**config.mk**
```make
export PLATFORM = sky130hd
export DESIGN_NAME = forwarding_ctrl
export DESIGN_NICKNAME = d
export VERILOG_FILES = /design/src/rtl/forwarding_ctrl.sv
export SDC_FILE = /design/constraint.sdc
export NUM_CORES = 1
export LEC_CHECK = 0
export BUFFER_PORTS_ARGS = -buffer_cell sky130_fd_sc_hd__buf_2
export CAP_MARGIN = 5
export CORE_ASPECT_RATIO = 0.5
export CORE_UTILIZATION = 55
export CTS_CLUSTER_SIZE = 30
export DETAILED_ROUTE_END_ITERATION = 6
export GPL_TIMING_DRIVEN = 0
export PLACE_DENSITY_LB_ADDON = 0.2
export SLEW_MARGIN = 40
export SYNTH_ARGS = -nofsm -noshare
export SYNTH_HDL_FRONTEND = slang
export SYNTH_SLANG_ARGS = --single-unit
```
**constraint.sdc**
```tcl
create_clock -name clk_i -period 3.2 [get_ports clk_i]
set_clock_uncertainty 0.2 [all_clocks]
set_input_delay 0.16 -clock clk_i [delete_from_list [all_inputs] [get_ports clk_i]]
set_output_delay 0.16 -clock clk_i [all_outputs]
set_load 0.005 [all_outputs]
```
**src/rtl/forwarding_ctrl.sv**
```systemverilog
// Operand-forwarding and load-use hazard controller: tracks in-flight destinations in a
// shadow pipe (EX/MEM/WB/RET) and produces registered EX operand-mux selects plus stall/bubble.
module forwarding_ctrl #(
  parameter int REG_ADDR_W = 5
) (
  input  logic                  clk_i,
  input  logic                  arstn_i,
  input  logic                  hold_i,
  input  logic                  flush_i,
  input  logic                  id_valid_i,
  input  logic [REG_ADDR_W-1:0] id_rs1_i,
  input  logic [REG_ADDR_W-1:0] id_rs2_i,
  input  logic [REG_ADDR_W-1:0] id_rd_i,
  input  logic                  id_reg_we_i,
  input  logic                  id_load_i,
  output logic [2:0]            fwd_rs1_sel_o,
  output logic [2:0]            fwd_rs2_sel_o,
  output logic                  stall_id_o,
  output logic                  bubble_ex_o,
  output logic [0:0]            dbg_state_o,
  output logic [REG_ADDR_W+2:0] dbg_ret_o
);

  // Handshake: none; every non-hold cycle is an advance, hold_i freezes all state.
  localparam logic [0:0] ST_RUN      = 1'b0;
  localparam logic [0:0] ST_LU_STALL = 1'b1;

  localparam logic [2:0] SEL_REG      = 3'd0;
  localparam logic [2:0] SEL_MEM_ALU  = 3'd1;
  localparam logic [2:0] SEL_WB_ALU   = 3'd2;
  localparam logic [2:0] SEL_WB_LOAD  = 3'd3;
  localparam logic [2:0] SEL_RET      = 3'd4;

  typedef struct packed {
    logic                  valid;
    logic [REG_ADDR_W-1:0] rd;
    logic                  we;
    logic                  load;
  } slot_t;

  slot_t ex_q, mem_q, wb_q, ret_q, id_ent;
  logic [0:0] state_q, state_nxt;
  logic [2:0] sel1_nxt, sel2_nxt;
  logic       lu_hit, adv_valid;

  function automatic logic hit(slot_t s, logic [REG_ADDR_W-1:0] rs);
    return s.valid & s.we & (s.rd == rs) & (rs != '0);
  endfunction

  // Youngest producer wins; an EX load match never advances (it stalls), hence SEL_REG.
  function automatic logic [2:0] sel_for(slot_t ex, slot_t mem, slot_t wb,
                                         logic [REG_ADDR_W-1:0] rs);
    logic [2:0] sel;
    sel = SEL_REG;
    if (hit(ex, rs))       sel = ex.load ? SEL_REG : SEL_MEM_ALU;
    else if (hit(mem, rs)) sel = mem.load ? SEL_WB_LOAD : SEL_WB_ALU;
    else if (hit(wb, rs))  sel = SEL_RET;
    return sel;
  endfunction

  always_comb begin
    lu_hit = id_valid_i & ex_q.valid & ex_q.we & ex_q.load & (ex_q.rd != '0) &
             ((ex_q.rd == id_rs1_i) | (ex_q.rd == id_rs2_i)) & ~flush_i;
    adv_valid = id_valid_i & ~lu_hit & ~flush_i;

    id_ent.valid = adv_valid;
    id_ent.rd    = id_rd_i;
    id_ent.we    = id_reg_we_i;
    id_ent.load  = id_load_i;

    // Bubbles carry no operands, so their selects are forced to the regfile path.
    sel1_nxt = adv_valid ? sel_for(ex_q, mem_q, wb_q, id_rs1_i) : SEL_REG;
    sel2_nxt = adv_valid ? sel_for(ex_q, mem_q, wb_q, id_rs2_i) : SEL_REG;

    state_nxt = ST_RUN;
    if (state_q == ST_RUN && lu_hit) state_nxt = ST_LU_STALL;
  end

  assign stall_id_o  = lu_hit & arstn_i;
  assign bubble_ex_o = (lu_hit | flush_i) & arstn_i;
  assign dbg_state_o = state_q;
  assign dbg_ret_o   = ret_q;

  always_ff @(posedge clk_i or negedge arstn_i) begin
    if (!arstn_i) begin
      ex_q          <= '0;
      mem_q         <= '0;
      wb_q          <= '0;
      ret_q         <= '0;
      state_q       <= ST_RUN;
      fwd_rs1_sel_o <= SEL_REG;
      fwd_rs2_sel_o <= SEL_REG;
    end else if (!hold_i) begin
      ex_q          <= id_ent;
      mem_q         <= ex_q;
      wb_q          <= mem_q;
      ret_q         <= wb_q;
      state_q       <= state_nxt;
      fwd_rs1_sel_o <= sel1_nxt;
      fwd_rs2_sel_o <= sel2_nxt;
    end
  end

endmodule

```
## Yosys cells after proc, flatten, opt, wreduce, memory -nomap -nowiden

Cells that the tools add are included.

- Shifts and indexed selects: 0
- Mux-type cells: 11
- Order comparisons: 0
- $mul: 0
- Reductions and logical operators: 4
- Bitwise logic cells: 30
- $add $sub $neg: 0
- Divide/modulo/power cells: 0
- Equal/unequal tests: 6

Operators with widths:

| cell | count |
|---|---|
| 5-bit == test | 6 |
| 1-bit bitwise AND | 25 |
| 3-bit 2-to-1 mux | 8 |
| 5-bit nonzero test | 3 |
| 1-bit 2-to-1 mux | 3 |
| 1-bit inverter | 3 |
| 1-bit OR | 2 |
| 1-bit logical AND | 1 |

- Memories: 0
- Logic and storage cells: 70
- Latch bits: 0
- Bits in read-only memories: 0
- Memory bits (writable): 0
- Register bits after elaboration: 39
- Input port bits: 22

## Logic depth before layout (Yosys ltp)

Gate-level depths: netlist of the first run.

- Word-level depth: 10
- Gate-level depth with buffers: 5

## Worst setup path before layout of the first run

OpenSTA, ideal clock, no wires.

- Path kind: reg-to-output
- Start: register ex_q[6] (netlist bit)
- End: output stall_id_o
- Data required time: 2.840 ns
- Stages on the path, launching flop included: 6
- Arrival: 1.554 ns
- Slack: 1.286 ns
- Path buffers: 0
- Path through: dfrtp_1 > xor2_1 > nor3_1 > nand2_1 > a221oi_4 > and3b_1

- Cells in the longest elaborated chain, start to end: 5

Ends and longest elaborated chain:

| what | RTL line | source |
|---|---|---|
| start: declaration | 41 | `slot_t ex_q, mem_q, wb_q, ret_q, id_ent;` |
| start signal: assignment | 94 | `ex_q <= id_ent;` |
| 5-bit == test / 5-bit nonzero test (equally long branches) | 63, 62 |  |
| 1-bit OR / 1-bit bitwise AND (equally long branches) | 63, 62 |  |
| 1-bit bitwise AND (*) | 62 | `lu_hit = id_valid_i & ex_q.valid & ex_q.we & ex_q.load & (ex_q.rd != '0) &` |
| 1-bit bitwise AND (*) | 63 | `((ex_q.rd == id_rs1_i) \| (ex_q.rd == id_rs2_i)) & ~flush_i;` |
| 1-bit bitwise AND (*) | 79 | `assign stall_id_o = lu_hit & arstn_i;` |
| end: declaration | 18 | `output logic stall_id_o,` |

Mark *: on every way between the ends. The rest lies on a longest branch, timed or not.

## Worst setup path after layout of the first run

- Start: register ex_q[2] (netlist bit)
- End: output stall_id_o

Same word-level chain as after synthesis.

==> results.txt, run 1 <==
Placement Cell Area - 2210 um^2
Worst-margin pin slew - 0.627 ns
H-tree levels - 2
RSZ-0062 raised after global routing - false
Post-Synthesis Cells - 164
Max-cap check violation count - 0
Final hold violation count - 0
Worst slack at placement - 1.01 ns
Pwr/cell area - 511 nW/um^2
Leak pwr - 1.08 nW
Status - finished, final reports clean
Post-DRT Antenna Nets - 0
Drt wl/cell - 15.3 um
Crit path launch type - register
Netlist cell types - 23
Post-Syn Nets - 186
Top-count cell post-synth - dfrtp_1
Hold crit path type - input port to register
GPL Wtd Cong - 0.934
Mapped cell area - 1960 um^2
Dpl hpwl - 2.98 mm
Tcrit/Tclk final - 80.2%
Slowest-stage cell, CP - a221oi_4
Post-synth top cells - dfrtp_1, mux2_2, xor2_1, nand2_1, nor2_1
Post-CTS setup buffer count - 0
Maximum clock rate - 390 MHz
Starting Density - 61.5%
NumNets Final - 238
Setup slack after layout - 0.633 ns
Tmin final - 2.57 ns
CTS tree - built
Post-synthesis sequential area ratio - 49.7%
Clk slew on worst S/H paths - 0.07 ns
Clock Sinks - 39
Layout area overhead - 21.8%
Critical-path cell list - xor2_1 -> nor3_1 -> nand2_1 -> a221oi_4 -> and3b_1 -> buf_2
Initial antenna violation count - 0
Sum Neg Setup Slack - 0 ns
Post-synth top area cell - dfrtp_1
Post-cts resize count - 0
Critical Path End Type - primary output
#FFs+latches synth - 39
Max VDD drop - 368 uV
DRT Wirelength - 4.05 mm
Slew headroom - 58.2%
Arr. time, crit path - 2.21 ns
CP required - 2.84 ns
Filler cell count - 234
Via count - 1465
CTS Buffer Depth - 2
Skew-Pair Late Insertion Delay - 0.29 ns
Antenna diode count - 0
TritonRoute pass-1 iters - 4
Area fraction of the dominant cell type after synthesis - 49.7%
Synth area leaders - dfrtp_1, mux2_2, xor2_1
Crit Path Class - register to primary output
GRT overflow - 0
GRT Overall Usage - 25.1%
DR DRC count - 0
Crit-path max cell delay - 0.53 ns
CP max FO - 10
I/O Buffers - 37
Vias per cell - 5.53
Io pins - 39
Dpl cells - 249
Row cnt - 14
Die Height - 44.2 um
Yosys warning count - 0
Avg Cell Area, Syn - 12.0 um^2
Final Cell Area - 2390 um^2
First-pass GRT wire length - 6.84 mm
Largest net degree at the start of global routing - 42
Vias in the first global route - 1399
Die area - 3820 um^2
Total Power - 0.00122 W
Top delay family on crit path - simple AND/OR/NAND/NOR gates
Synth async-reset ratio - 100%
Share of layout cells above drive strength 1 - 36.9%
Die X - 86.5 um
Core area - 3190 um^2
Clk root buf - clkbuf_8
Post-route insts no fill - 265
Top_reg_cell synth - dfrtp_1
Final setup vio count - 0
Final Slew Violations - 0
Number of synthesized flops with an enable pin - 0
CTS Buf Count - 5
Number of buffers and inverters on the critical path - 1
Drt initial violations - 52
## worst paths after layout
path / from / end / slack [ns] / depth (start not counted)
max in group asynchronous: arstn_i / mem_q[2] / 2.27 / 2
max reg2reg: ex_q[2] / ex_q[7] / 1.10 / 5
min: id_valid_i / fwd_rs1_sel_o[2] / 0.04 / 3
min in group asynchronous: arstn_i / dbg_ret_o[1] / 0.17 / 2
max: ex_q[2] / stall_id_o / 0.63 / 6
min reg2reg: fwd_rs1_sel_o[2] / fwd_rs1_sel_o[2] / 0.28 / 2
## area by class of cell
| type | instances | area [um^2] | share of cell area (%) |
|---|---|---|---|
| Timing Repair Buffer | 45 | 268 | 11.2 |
| Sequential cell | 39 | 976 | 40.8 |
| Buffer | 5 | 18.8 | 0.785 |
| Tap cell | 48 | 60.1 | 2.51 |
| Clock buffer | 8 | 100 | 4.19 |
| Multi-Input combinational cell | 120 | 967 | 40.5 |
## worst min-delay path: stages
cell and delay [ns]:
buf_2 0.12, nand4_1 0.12, o41ai_2 0.09
## power breakdown
part           internal [W]  total (W)  switching (W)
registers          0.000561   0.000627      0.0000669
clock network      0.000197   0.000363       0.000167
logic              0.000130   0.000231       0.000101
total              0.000887    0.00122       0.000334
## per-stage QoR
stage | util (%) | hold WS (ns)
5_1_grt | 75.0 | 0.0493
6_report | 75.0 | 0.0380
3_3_place_gp | 69.2 | 0.110
4_1_cts | 75.0 | 0.0248
2_1_floorplan | - | -0.336
3_5_place_dp | 69.3 | -0.0346
## flip-flops by register name, indices dropped and copies added (netlist names)
name / count
fwd_rs2_sel_o: 3
mem_q: 8
fwd_rs1_sel_o: 3
dbg_state_o: 1
ex_q: 8
dbg_ret_o: 8
wb_q: 8
## per-layer routing
| layer | GRT usage, % | part of all wire, % |
|---|---|---|
| met1 | 35.7 | 52 |
| met2 | 35.7 | 40 |
| met3 | 6.34 | 5.4 |
| met4 | 14.0 | 2.8 |
| met5 | 0 | 0 |
## logic make-up after synthesis
kind of cell	share of synthesized area (%)
AOI/OAI and AO/OA	5.29
xor gates and xnor gates	13.4
buffers and inverters	0.957
DFF	49.7
muxes	18.9
and+or+nand+nor	11.7
## cell usage in the layout (no fill, tap or decap)
cell type      Yosys  layout
a221oi_4           1       1
a22o_1             1       1
and2_4             1       1
and3b_1            1       1
buf_1              3       3
buf_2              0      36
buf_4              0       1
clkbuf_1           2       3
clkbuf_8           0       7
dfrtp_1           39      39
dlygate4sd3_1      0       8
mux2_2            33      33
nand2_1           16      16
nand2b_1           2       2
nand3_1            2       2
nand4_1            7       7
nor2_1             8       8
nor3_1             7       7
nor4_1             2       2
o21a_1             1       1
o21ai_0            1       1
o31ai_1            3       3
o41ai_1            2       2
o41ai_2            1       1
or4_1              1       1
xnor2_1            5       5
xor2_1            25      25
## repair_timing
item,in CTS,in global routing
hold buffers,8,0
setup endpoints to repair,0,0
hold endpoints to repair,46,0
(Power assumes the default switching activity.)
==> run 2, diff against run 1 <==
--- a/config.mk
+++ b/config.mk
@@ -5,10 +5,11 @@
 export SDC_FILE = /design/constraint.sdc
 export NUM_CORES = 1
 export LEC_CHECK = 0
+export ABC_AREA = 1
 export BUFFER_PORTS_ARGS = -buffer_cell sky130_fd_sc_hd__buf_2
 export CAP_MARGIN = 5
 export CORE_ASPECT_RATIO = 0.5
-export CORE_UTILIZATION = 55
+export CORE_UTILIZATION = 50
 export CTS_CLUSTER_SIZE = 30
 export DETAILED_ROUTE_END_ITERATION = 6
 export GPL_TIMING_DRIVEN = 0
==> constraint.sdc (replaced) <==
create_clock -name clk_i -period 2.35 [get_ports clk_i]
set_clock_uncertainty 0.2 [all_clocks]
set_input_delay 0.1175 -clock clk_i [delete_from_list [all_inputs] [get_ports clk_i]]
set_output_delay 0.1175 -clock clk_i [all_outputs]
set_load 0.005 [all_outputs]
==> run 2 against run 1 <==
- via count grew 43%
- count of clock-buffer cells in the layout shrank 3
- first-iteration DRC count grew to 3.1 times the previous value
- worst setup slack lost 0.33 ns
- clock power grew 63%
- utilization shrank 9.7 points
- highest routed layer unchanged
- cell count grew 52%
==> results.txt, run 2 <==
Mapped cell area - 2110 um^2
Arr. time, crit path - 1.73 ns
Drt initial violations - 163
Leak pwr - 1.37 nW
I/O Buffers - 38
Number of synthesized flops with an enable pin - 0
Clk slew on worst S/H paths - 0.09 ns
Largest net degree at the start of global routing - 41
Post-synth top area cell - dfrtp_1
Vias in the first global route - 1838
Netlist cell types - 23
Post-synthesis sequential area ratio - 46.2%
Via count - 2100
WHS Path Cells - 4
Finished Core Util - 65.3%
DRT Wirelength - 5.93 mm
Final Cell Area - 2590 um^2
Tcrit/Tclk final - 87.3%
Post-CTS setup buffer count - 0
Top-count cell post-synth - nand2_1
RSZ-0062 raised after global routing - false
CP max FO - 4
Antenna diode count - 0
Die area - 4500 um^2
Initial antenna violation count - 0
H-tree levels - 2
Final setup vio count - 0
Crit path launch type - register
Skew-Pair Late Insertion Delay - 0.30 ns
#FFs+latches synth - 39
R2R cell count - 9
Worst-margin pin slew - 0.571 ns
Dpl cells - 386
Synth area leaders - dfrtp_1, nand2_1, o21ai_0
Hold crit path type - input port to register
Share of layout cells above drive strength 1 - 17.4%
Critical Path End Type - primary output
Die Height - 48.0 um
GRT Overall Usage - 28.9%
Post-Synthesis Cells - 294
Final hold violation count - 0
Die X - 93.9 um
Post-route insts no fill - 404
Critical-path cell list - inv_1 -> nand2_1 -> nand2_1 -> nor2_1 -> nand3_1 -> nand2_1 -> nand2_2 -> a21oi_1 -> buf_2
Hold_ws - 0.00170 ns
Crit-path max cell delay - 0.41 ns
Final Slew Violations - 0
Drt wl/cell - 14.7 um
Clk root buf - clkbuf_8
CTS tree - built
NumNets Final - 371
Commonest cells after routing, fill and taps aside - nand2_1, dfrtp_1, buf_2, inv_1, o21ai_0
Starting Density - 53.3%
Tmin final - 2.05 ns
Layout area overhead - 22.6%
GRT overflow - 0
Top_reg_cell synth - dfrtp_1
Clock Sinks - 39
First-pass GRT wire length - 9.13 mm
DR DRC count - 0
Core area - 3960 um^2
Placement Cell Area - 2370 um^2
Commonest non-fill, non-tap cell in the layout - nand2_1
Post-DRT Antenna Nets - 0
GPL Wtd Cong - 0.930
TritonRoute pass-1 iters - 5
Most used cell, CP - nand2_1
Vias per cell - 5.20
Dpl hpwl - 4.49 mm
Status - finished, final reports clean
Max-cap check violation count - 0
Pwr/cell area - 656 nW/um^2
Crit Path Class - register to primary output
Avg Cell Area, Syn - 7.18 um^2
Row cnt - 16
Area fraction of the dominant cell type after synthesis - 46.2%
Yosys warning count - 0
Max VDD drop - 365 uV
CTS Buffer Depth - 2
Slowest-stage cell, CP - dfrtp_1
Maximum clock rate - 488 MHz
Io pins - 39
Slew headroom - 62.0%
CTS Buf Count - 5
CP required - 2.03 ns
Post-Syn Nets - 316
Synth async-reset ratio - 100%
Post-synth top cells - nand2_1, dfrtp_1, inv_1, o21ai_0, nor2_1
Sum Neg Setup Slack - 0 ns
## run 2: changes by cell type in the layout (fill, tap and decap cells not counted), sizes merged, moves of 4 or more
cell | before | now
nand3 | 2 | 14
inv | 0 | 42
nor2 | 8 | 22
xor2 | 25 | 1
o21ai | 1 | 36
nand2 | 16 | 107
nor3 | 7 | 3
a21oi | 0 | 4
mux2 | 33 | 0
## run 2: what timing repair did
| item | in CTS | in global routing |
|---|---|---|
| resized for setup | 0 | 0 |
| hold buffers | 10 | 0 |
| hold endpoints to repair | 48 | 0 |
## run 2: where the power goes
| part | switching [W] | total, W | internal (W) |
|---|---|---|---|
| Sequential | 0.0000555 | 0.000790 | 0.000734 |
| Combinational | 0.000197 | 0.000315 | 0.000118 |
| Clock | 0.000270 | 0.000592 | 0.000322 |
## run 2: cell families (layout without fill, tap and decap cells)
logic type / count (synthesis) / after routing / share of synthesized area [%]
and+or+nand+nor: 155 / 155 / 30.9
xor gates and xnor gates: 9 / 9 / 3.73
AOI/OAI and AO/OA: 43 / 43 / 10.6
buffers and inverters: 48 / 104 / 8.53
DFF: 39 / 39 / 46.2
## run 2: path summary, 6_finish.rpt
path	start	end	slack, ns
setup / recovery	ex_q[3]	bubble_ex_o	0.30
hold reg to reg	dbg_ret_o[3]	dbg_ret_o[3]	0.28
max in group asynchronous	arstn_i	wb_q[1]	1.48
min in group asynchronous	arstn_i	dbg_state_o	0.12
hold / removal	hold_i	ex_q[3]	0.002
setup reg to reg	ex_q[3]	ex_q[7]	0.59
## run 2: cell type report
type,count,area (um^2)
inverters,41,154
clock buffers,5,68.8
plain buffers,7,26.3
multi-input cells,207,956
fillers,368,1380
repair buffers,48,293
clock inverters,3,47.5
well taps,54,67.6
flip-flops and latches,39,976
## run 2: critical path, delay by kind of cell, from the launching register on
| kind | cells | cell delay [ns] |
|---|---|---|
| AOI/OAI and AO/OA | 1 | 0.14 |
| buffers and inverters | 2 | 0.25 |
| DFF | 1 | 0.41 |
| and+or+nand+nor | 6 | 0.62 |
## run 2: stage by stage
stage / setup slack (ns) / power, W
global route: 0.178 / 0.00178
global placement: 0.696 / 0.00109
finish: 0.299 / 0.00170
CTS: 0.342 / 0.00170
floorplan: 0.972 / 0.000971
detailed placement: 0.661 / 0.00110
## run 2: metal layers
metal / wire (um) / global-route usage [%] / up-vias
li1: - / - / 1033
met1: 2860 / 41.4 / 981
met2: 2490 / 43.8 / 81
met3: 554 / 8.57 / 5
met4: 30 / 5.85 / 0
met5: 0 / 0 / -
